$ cat src/rtl/clk_div_ctrl.sv
// clk_div_ctrl: run-time integer clock divider; ratio/start/stop changes land on period boundaries.
// Optional DIVCTRL_ODD50_EN adds a negedge copy of div_out for exact 50% duty on odd ratios.
module clk_div_ctrl #(
  parameter int CNT_W       = 8,
  parameter int DEFAULT_DIV = 3
) (
  input  logic             clk,
  input  logic             rst,
  input  logic             en,
  input  logic             cfg_valid,
  input  logic [CNT_W-1:0] cfg_div,
  output logic             cfg_ready,
  output logic             cfg_err,
  output logic             div_out,
  output logic             tick,
  output logic             busy,
  output logic [CNT_W-1:0] cur_div
);
  typedef enum logic [1:0] {IDLE, RUN, PEND} state_t;
  state_t state, state_n;
  logic [CNT_W-1:0] cnt, cnt_n, cur_n, pend_div, pend_n;
  logic div_q, div_n, tick_n, err_n, xfer, take, wrap;
  assign cfg_ready = state != PEND;
  assign busy      = state != IDLE;
  assign xfer      = cfg_valid && cfg_ready;
  assign take      = xfer && (cfg_div >= CNT_W'(2));
  assign wrap      = cnt == cur_div - 1'b1;
  always_ff @(posedge clk or negedge rst)
    if (!rst) begin
      state    <= IDLE;
      cnt      <= '0;
      cur_div  <= CNT_W'(DEFAULT_DIV);
      pend_div <= CNT_W'(DEFAULT_DIV);
      div_q    <= 1'b0;
      tick     <= 1'b0;
      cfg_err  <= 1'b0;
    end else begin
      state    <= state_n;
      cnt      <= cnt_n;
      cur_div  <= cur_n;
      pend_div <= pend_n;
      div_q    <= div_n;
      tick     <= tick_n;
      cfg_err  <= err_n;
    end
  always_comb begin
    state_n = state;
    cnt_n   = cnt;
    cur_n   = cur_div;
    pend_n  = pend_div;
    div_n   = 1'b0;
    tick_n  = 1'b0;
    err_n   = xfer && !take;
    if (state == IDLE) begin
      if (take) cur_n = cfg_div;
      if (en) begin
        state_n = RUN;
        cnt_n   = '0;
        div_n   = 1'b1;
        tick_n  = 1'b1;
      end
    end else if (!wrap) begin
      cnt_n = cnt + 1'b1;
      div_n = cnt_n < (cur_div >> 1);
      if (take) begin
        state_n = PEND;
        pend_n  = cfg_div;
      end
    end else begin
      if (state == PEND) cur_n = pend_div;
      cnt_n = '0;
      // a ratio accepted on the wrap edge waits for the next wrap, unless we stop here
      if (!en) begin
        state_n = IDLE;
        if (take) cur_n = cfg_div;
      end else begin
        state_n = take ? PEND : RUN;
        div_n   = 1'b1;
        tick_n  = 1'b1;
        if (take) pend_n = cfg_div;
      end
    end
  end
`ifdef DIVCTRL_ODD50_EN
  logic neg_q;
  always_ff @(negedge clk or negedge rst)
    if (!rst) neg_q <= 1'b0;
    else neg_q <= div_q;
  assign div_out = div_q | (cur_div[0] & neg_q);
`else
  assign div_out = div_q;
`endif
endmodule

$ cat config.mk
export PLATFORM = sky130hd
export DESIGN_NAME = clk_div_ctrl
export DESIGN_NICKNAME = d
export VERILOG_FILES = /design/src/rtl/clk_div_ctrl.sv
export SDC_FILE = /design/constraint.sdc
export NUM_CORES = 1
export LEC_CHECK = 0
export BUFFER_PORTS_ARGS = -buffer_cell sky130_fd_sc_hd__buf_2
export CAP_MARGIN = 20
export CORE_MARGIN = 1
export CORE_UTILIZATION = 41
export DETAILED_ROUTE_END_ITERATION = 8
export GPL_TIMING_DRIVEN = 0
export SKIP_CTS_REPAIR_TIMING = 1
export SLEW_MARGIN = 20
export SYNTH_ARGS = -nofsm -noshare
export SYNTH_HDL_FRONTEND = slang
export SYNTH_SLANG_ARGS = --single-unit
export TNS_END_PERCENT = 20
$ cat constraint.sdc
create_clock -name clk -period 6.31 [get_ports clk]
set_clock_uncertainty 0.05 [all_clocks]
set_input_delay 0.631 -clock clk [delete_from_list [all_inputs] [get_ports clk]]
set_output_delay 0.631 -clock clk [all_outputs]
set_load 0.005 [all_outputs]
==> flow_summary.toml <==
[run_status]
status = "finished, final reports clean"

[synth]
synth_nets = 252
yosysWarnings = 0
synth-seq-area-share = 0.361
yosysUniqueCellTypes = 45
synthesis.area_mm2 = 0.00203
synthArstFlopShare = 1.00
synth_edf_count = 0
ys.flop_type = "dfrtp_1"
synth_cells = 232
ys_ff_latch = 29
synth_area_per_cell_um2 = 8.73

[clock_network]
h-tree-depth = 2
cts.sinks = 29
root_buffer = "clkbuf_8"
clk_latency_ns = 0.28
path_clk_slew_ns = 0.06
cts_buffers = 5
cts.path.max_buffers = 2
cts_tree = "built"

[critical_path]
path_class = "flop to flop"
critPathArrivalTime_ns = 3.21
critPathMaxFanout = 8
end_kind = "flop"
worstSetupStartpointType = "flop"
cp.required_ns = 6.43

[grt]
antenna_found_initial = 0
grt_max_degree = 30
grt_first_pass_wirelength_um = 8570
grt_pass1_vias = 1735
grt-ovfl-total = 0
grtUsageTotal = 0.216

[sta]
slew_violations = 0
worst_hold_slack_ns = 0.330
finalHoldViolCount = 0
tightestPinTransition_ns = 0.732
rsz0062_at_grt = "no"
finalCritPeriodShare = 0.490
relSlewSlack = 0.510
post-route-min-period_ns = 3.09
fmax_mhz = 323
final-setup-viol-count = 0
setup_tns_ns = 0

[detailed_routing]
firstDrtPassIters = 4
drc_errors = 0
viasPerCell = 5.63
finalWirelength_um = 5180
avgRoutedWirePerCell_um = 15.7
ant_nets = 0
vias = 1862
drt-initial-drc-count = 117

[power_and_ir_drop]
ir_worst_vdd_mv = 0.195
p_total_mw = 1.20
p_leak_nw = 1.02
power.density_mw_per_mm2 = 519

[finish]
drive_gt1_frac = 0.197
synthToLayoutAreaGrowth_pct = 14.5
n_fill_cell = 481
final_cell_mix = "26 x buf_2, 25 x dfrtp_1, 24 x nor2_1, 17 x a21oi_1"
diodes = 0
final_common_cell = "buf_2"
fin_nets = 283

[place]
gp_congestion = 0.865
dp_hpwl_um = 3800
place.port_buffers = 24

[job]
max_cap_violations = 0

[floorplanning]
die_area_mm2 = 0.00523
pin_count = 25
core_mm2 = 0.00472
chipWidth_um = 72.3
rows = 25
die_h_um = 72.3
initial_core_util = 0.429

[hold_path]
min_path_type = "input pin to asynchronous set/reset pin"
-- state kept, by name, indices dropped and copies added (netlist names) --
| register | cells |
|---|---|
| cfg_err | 1 |
| cnt | 8 |
| cur_div | 8 |
| div_out | 1 |
| pend_div | 8 |
| state | 2 |
| tick | 1 |
-- final timing paths --
check | start | depth (start not counted) | slack (ns) | to
setup reg to reg | cur_div[0] | 9 | 3.22 | pend_div[5]
setup / recovery | cur_div[0] | 9 | 3.22 | pend_div[5]
min in group clk | pend_div[3] | 1 | 0.46 | pend_div[3]
max in group asynchronous | rst | 1 | 5.44 | pend_div[4]
hold reg to reg | pend_div[3] | 1 | 0.46 | pend_div[3]
hold / removal | rst | 1 | 0.33 | cfg_err
-- cells by family (layout without fill, tap and decap cells) --
| family | after synthesis | count (layout) | share of synthesized area |
|---|---|---|---|
| AO/OA/AOI/OAI | 70 | 70 | 0.242 |
| XOR/XNOR | 15 | 15 | 0.0649 |
| adder cells (fa/ha/maj) | 8 | 8 | 0.0494 |
| buffers and inverters | 28 | 60 | 0.0587 |
| flip-flops | 29 | 29 | 0.361 |
| multiplexers | 9 | 9 | 0.0494 |
| AND/OR/NAND/NOR | 73 | 73 | 0.175 |
-- synthesized netlist by cell type, types with 5 or more instances --
cell type  count  area [um^2]
a21oi_1       17         85.1
a31oi_1        6         37.5
clkbuf_1      11         41.3
dfrtp_1       25          626
ha_1           8          100
inv_1         12         45.0
mux2_2         8         90.1
nand2_1       12         45.0
nand3_1       16         80.1
nor2_1        24         90.1
nor3_1         5         25.0
o21ai_0        5         25.0
o22ai_1       16          100
o311a_1        6         60.1
xnor2_1        9         78.8
xor2_1         6         52.6
-- routing by layer --
metal / track usage / share of wire / vias to the layer above
li1: - / - / 924
met1: 0.297 / 0.49 / 893
met2: 0.347 / 0.46 / 37
met3: 0.0333 / 0.033 / 8
met4: 0.0719 / 0.014 / 0
met5: 0 / 0 / -
-- report_power, final --
part | total (mW) | internal (mW) | switching (mW) | leakage (nW)
logic | 0.695 | 0.313 | 0.382 | 0.623
clock network | 0.160 | 0.0888 | 0.0715 | 0.0455
registers | 0.348 | 0.271 | 0.0770 | 0.354
-- layout make-up --
class / count / area (um^2) / area share
multi-input cells: 175 / 1180 / 0.507
flip-flops and latches: 29 / 731 / 0.315
repair buffers: 24 / 120 / 0.0518
clock buffers: 8 / 90.1 / 0.0388
well taps: 67 / 83.8 / 0.0361
plain buffers: 15 / 70.1 / 0.0302
inverters: 13 / 48.8 / 0.0210
-- critical path: stages, from the launching register on --
cell and delay [ns]:
dfstp_2 0.59, inv_1 0.08, ha_1 0.25, o21ba_2 0.23, a221oi_1 0.30, a41oi_1 0.12, or4_1 0.56, buf_6 0.16
o21ai_4 0.26, mux2_2 0.38
-- stage by stage --
stage	cell area (um^2)	instances	worst slack, ns	util
global placement	2230	323	3.28	0.472
finish	2320	331	3.22	0.491
detailed placement	2230	323	3.22	0.472
floorplan	2030	232	3.46	-
CTS	2320	331	3.19	0.491
global route	2320	331	3.05	0.491
Power figures use the tool's default switching activity.
